### src/rtl/a2disk_pkg.sv
// Shared types and sizes for the two-volume block request path.
package a2disk_pkg;

  localparam int NUM_VOLUMES = 2;
  localparam int BLK_CNT_W   = 6;
  localparam int LBA_W       = 32;

  typedef enum logic [2:0] {
    IDLE,
    CHECK,
    ISSUE,
    WAIT,
    ACK
  } state_t;

  typedef struct packed {
    logic                 write;
    logic [LBA_W-1:0]     lba;
    logic [BLK_CNT_W-1:0] blk_cnt;
  } vol_req_t;

endpackage

### src/rtl/rr_arbiter2.sv
// Two-way round-robin: combinational grant, registered last-granted pointer.
module rr_arbiter2 (
  input  logic       clk,
  input  logic       reset,
  input  logic [1:0] req,
  input  logic       take,
  output logic       gnt_valid,
  output logic       gnt_idx
);

  logic last_q;

  // On a tie the volume not served last wins.
  always_comb begin
    gnt_valid = |req;
    gnt_idx   = (&req) ? ~last_q : req[1];
  end

  always_ff @(posedge clk) begin
    if (reset) begin
      last_q <= 1'b1;
    end else if (take && gnt_valid) begin
      last_q <= gnt_idx;
    end
  end

endmodule

### src/rtl/volume_request_arbiter.sv
// Shares one block transfer engine between two volumes: round-robin grant,
// legality check, engine issue, completion wait and 4-phase ack.
module volume_request_arbiter
  import a2disk_pkg::*;
#(
  parameter int TIMEOUT_CYCLES = 0,
  parameter int CNT_W          = 24
) (
  input  logic                   clk,
  input  logic                   reset,
  input  logic [NUM_VOLUMES-1:0] vol_mounted,
  input  logic [NUM_VOLUMES-1:0] vol_readonly,
  input  logic [NUM_VOLUMES-1:0] vol_rd,
  input  logic [NUM_VOLUMES-1:0] vol_wr,
  input  logic [63:0]            vol_lba,
  input  logic [11:0]            vol_blk_cnt,
  output logic [NUM_VOLUMES-1:0] vol_ack,
  output logic [NUM_VOLUMES-1:0] vol_err,
  output logic                   dev_req_valid,
  input  logic                   dev_req_ready,
  output logic                   dev_req_write,
  output logic [LBA_W-1:0]       dev_req_lba,
  output logic [BLK_CNT_W-1:0]   dev_req_blk_cnt,
  output logic                   dev_req_vol,
  input  logic                   dev_done,
  input  logic                   dev_error,
  output logic                   busy,
  output logic                   grant
);

  localparam bit               TO_EN   = (TIMEOUT_CYCLES != 0);
  localparam logic [CNT_W-1:0] TO_LAST = CNT_W'((TIMEOUT_CYCLES > 0) ? TIMEOUT_CYCLES - 1 : 0);

  state_t               state;
  vol_req_t             req_q;
  logic                 vol_q;
  logic                 both_q;
  logic [CNT_W-1:0]     cnt_q;

  logic [1:0]           pending;
  logic                 gnt_valid;
  logic                 gnt_idx;
  logic [LBA_W-1:0]     sel_lba;
  logic [BLK_CNT_W-1:0] sel_cnt;
  logic                 reject;

  assign pending = (vol_rd | vol_wr) & ~vol_ack;
  assign sel_lba = gnt_idx ? vol_lba[63:32] : vol_lba[31:0];
  assign sel_cnt = gnt_idx ? vol_blk_cnt[11:6] : vol_blk_cnt[5:0];

  rr_arbiter2 u_arb (
    .clk       (clk),
    .reset     (reset),
    .req       (pending),
    .take      (state == IDLE),
    .gnt_valid (gnt_valid),
    .gnt_idx   (gnt_idx)
  );

  // Legality is judged on the latched request; mount and write-protect are live config.
  assign reject = ~vol_mounted[vol_q]
                | both_q
                | (req_q.write & vol_readonly[vol_q])
                | (req_q.blk_cnt == '0);

  assign dev_req_write   = req_q.write;
  assign dev_req_lba     = req_q.lba;
  assign dev_req_blk_cnt = req_q.blk_cnt;
  assign dev_req_vol     = vol_q;
  assign busy            = (state != IDLE);

  always_ff @(posedge clk) begin
    if (reset) begin
      state         <= IDLE;
      req_q         <= '0;
      vol_q         <= 1'b0;
      both_q        <= 1'b0;
      grant         <= 1'b0;
      dev_req_valid <= 1'b0;
      vol_ack       <= '0;
      vol_err       <= '0;
      cnt_q         <= '0;
    end else begin
      case (state)
        IDLE: begin
          if (gnt_valid) begin
            vol_q         <= gnt_idx;
            grant         <= gnt_idx;
            req_q.write   <= vol_wr[gnt_idx];
            req_q.lba     <= sel_lba;
            req_q.blk_cnt <= sel_cnt;
            both_q        <= vol_rd[gnt_idx] & vol_wr[gnt_idx];
            state         <= CHECK;
          end
        end
        CHECK: begin
          if (reject) begin
            vol_ack[vol_q] <= 1'b1;
            vol_err[vol_q] <= 1'b1;
            state          <= ACK;
          end else begin
            dev_req_valid <= 1'b1;
            state         <= ISSUE;
          end
        end
        ISSUE: begin
          if (dev_req_ready) begin
            dev_req_valid <= 1'b0;
            cnt_q         <= '0;
            state         <= WAIT;
          end
        end
        WAIT: begin
          cnt_q <= cnt_q + 1'b1;
          // A completion in the timeout cycle takes priority over the abort.
          if (dev_done) begin
            vol_ack[vol_q] <= 1'b1;
            vol_err[vol_q] <= dev_error;
            state          <= ACK;
          end else if (TO_EN && (cnt_q == TO_LAST)) begin
            vol_ack[vol_q] <= 1'b1;
            vol_err[vol_q] <= 1'b1;
            state          <= ACK;
          end
        end
        ACK: begin
          if (!vol_rd[vol_q] && !vol_wr[vol_q]) begin
            vol_ack <= '0;
            vol_err <= '0;
            state   <= IDLE;
          end
        end
        default: state <= IDLE;
      endcase
    end
  end

endmodule
### config.mk
export PLATFORM = sky130hd
export DESIGN_NAME = volume_request_arbiter
export DESIGN_NICKNAME = d
export VERILOG_FILES = /design/src/rtl/a2disk_pkg.sv /design/src/rtl/rr_arbiter2.sv /design/src/rtl/volume_request_arbiter.sv
export SDC_FILE = /design/constraint.sdc
export NUM_CORES = 1
export LEC_CHECK = 0
export CORE_UTILIZATION = 39
export DETAILED_ROUTE_END_ITERATION = 10
export PLACE_DENSITY = 0.8
export SYNTH_ARGS = -nofsm -noshare
export SYNTH_HDL_FRONTEND = slang
export SYNTH_SLANG_ARGS = --single-unit
export TNS_END_PERCENT = 10
### constraint.sdc
create_clock -name clk -period 2.1 [get_ports clk]
set_clock_uncertainty 0.15 [all_clocks]
set_input_delay 0.21 -clock clk [delete_from_list [all_inputs] [get_ports clk]]
set_output_delay 0.21 -clock clk [all_outputs]
set_load 0.05 [all_outputs]
==> metrics <==
CTS root buf clkbuf_8; CP max stage cell clkdlybuf4s50_1; Worst-path clk slew roughly 0.09 ns; Int Pwr roughly 3.4 mW; CTS H-tree lvls 2; WL final 7356 um; area delta synth->final 63.34%; Worst setup EP type output port; vias per cell between 5 and 6; synthesized instance count 293; Chip Height 82.42 um; top cell type's share of synthesized area 0.3968; Final ANT Viol Nets 0; share of cells above drive strength 1 0.1425; die area 0.006793 sq mm; Mapped Area 0.002522 sq mm; Yosys top cell by area dfxtp_1; via count 2,699; syn avg cell area 8.609 sq um; flops & latches, synth 50; max incr delay on CP between 0.8 and 0.9 ns; outcome finished clean; main area contributors after synthesis dfxtp_1, a311oi_2, nand2_1, nor2_1, a311oi_1; crit path cell chain clkdlybuf4s50_1; crit path DAT 1.54 ns; CP Buf/Inv Count 1; Synth cell types 38; cell family with most CP delay buffers and inverters; TritonCTS Buffers 5; Max-Cap Viols 0; Startpoint Class register; antenna violations before repair 0; 1st-pass router iterations 5; min-delay worst type register to register; Fillers 506; Leak approximately 1.5 nW; Seq pwr share 0.233; Final min period approximately 1.9 ns; CTS sink count 50; die width ~82 um; Combinational Power Share 0.681; Port Buffers 135; GPL Wtd Cong 0.8930; RSZ-0062 raised after global routing no; number of global-route vias before repair 2,566; CP required 1.74 ns; Slew Viols, Final 0; final setup TNS 0 ns; Max Clock Freq 527.2 MHz; number of hold violations in the final report 0; Slew Limit Headroom 0.6236; largest net degree at the start of global routing 31; I/O pin total 136; core area 0.006096 sq mm; clock share of power 0.085; drt wl/cell about 15 um; Rows 28; Ys Warns 0; clock latency on the worst-skew pair around 0.29 ns; Post-CTS Setup Repair Bufs 0; Tot GR Track Use 0.2233; Seq/Total Area, Yosys 0.3968; Final period util 0.9033; Initial Utilization 0.4138; Final Total Pwr 6.744 mW; switching share of total power 0.5010; Seq. cell area 0.001001 sq mm; CTS max path bufs 2; total congestion overflow 0; DR iter-0 viols 156; DRC viols 0; Power Density 1637 mW/mm^2; Multi-input gate area 0.001386 sq mm; Least-Margin Pin Slew approximately 0.56 ns; Synthesized Nets 382; Sw Pwr 3.379 mW; HPWL after detailed placement approximately 5500 um; VDD IR max roughly 0.93 mV; first-pass GRT wire length ~12,000 um; largest fanout on the critical path 5; # nets final 516; Inserted Diodes 0; Main synth FF type dfxtp_1; Setup Viol. Count Final 0; Synth async-reset ratio 0; TritonCTS clock tree done; critical path class register to output port; EDFF count, synth 0
==> cells in the mapped netlist (3+ instances only) <==
master / instances
buf_6: 3
nand2_1: 84
clkbuf_1: 11
a311oi_2: 30
buf_2: 6
a21o_1: 3
nand4b_1: 3
a21oi_1: 9
nor2_1: 45
dfxtp_1: 50
nor3_1: 3
buf_4: 6
a311oi_1: 10
==> power by group through the flow <==
stage | logic (mW) | registers, mW | clock network (mW)
finish | 4.59 | 1.57 | 0.575
global route | 4.93 | 1.63 | 0.633
CTS | 4.63 | 1.58 | 0.595
detailed placement | 4.62 | 1.59 | 0
global placement | 4.52 | 1.58 | 0
floorplan | 2.15 | 2.66 | 0
==> timing repair <==
action / CTS / global route
hold buffers: 1 / 0
gates resized for setup: 0 / 0
hold endpoints to repair: 1 / 0
==> sequential cells by signal, indices dropped and copies added (netlist names) <==
register	cells
dev_req_lba	32
dev_req_blk_cnt	6
state	3
vol_ack	2
vol_err	2
both_q	1
dev_req_valid	1
dev_req_vol	1
dev_req_write	1
u_arb.last_q	1
==> cells by family (layout without fill, tap and decap cells) <==
logic type	after synthesis	count (layout)	share of synthesized area
flops	50	50	0.3968
simple gates	144	144	0.2346
buf+inv	27	162	0.06101
compound gates	71	71	0.3036
mux	1	1	0.003968
==> placed cells by master, fill, tap and decap left out, types with 2 or more instances in the layout <==
cell type | Yosys | final
a211o_1 | 2 | 2
a211oi_1 | 2 | 2
a21o_1 | 3 | 3
a21oi_1 | 9 | 8
a21oi_4 | 0 | 2
a311o_1 | 2 | 2
a311oi_1 | 10 | 10
a311oi_2 | 30 | 30
buf_12 | 0 | 5
buf_4 | 6 | 13
clkbuf_8 | 0 | 6
clkdlybuf4s50_1 | 0 | 133
dfxtp_1 | 50 | 50
nand2_1 | 84 | 84
nand2b_1 | 2 | 2
nand4b_1 | 3 | 3
nor2_1 | 45 | 45
nor3_1 | 3 | 3
o21bai_1 | 2 | 2
==> final timing paths <==
check	start	endpoint	slack, ns	cells past startpoint
setup / recovery	vol_ack[0]	vol_ack[0]	0.20	1
hold reg to reg	dev_req_valid	dev_req_valid	0.32	2
hold / removal	dev_req_valid	dev_req_valid	0.32	2
setup reg to reg	state[1]	dev_req_lba[20]	0.22	5
==> stage by stage <==
stage	area [sq um]	worst slack, ns	utilization	hold slack, ns	instances
after CTS	4120	0.1809	0.6759	0.3202	503
after global placement	4019	0.1169	0.6593	0.2866	494
after global routing	4120	0.1002	0.6759	0.3427	503
after floorplan	2522	0.1195	-	0.2190	293
after detailed placement	4019	0.02442	0.6593	0.2854	494
final	4120	0.2031	0.6759	0.3186	503
==> final cells by class <==
type | instances | area share
Multi-Input combinational cell | 216 | 0.3365
Tap cell | 75 | 0.02278
Inverter | 1 | 0.0009110
Timing Repair Buffer | 153 | 0.3747
Clock inverter | 1 | 0.001215
Clock buffer | 7 | 0.02095
Sequential cell | 50 | 0.2429
==> metal layers <==
layer,part of all wire,routed length [um],global-route usage
met5,0,0,0
met3,0.089,655,0.05714
met1,0.43,3127,0.2657
met4,0.023,171,0.07018
met2,0.46,3402,0.3901
No activity file was read; power rests on OpenSTA's default activity.
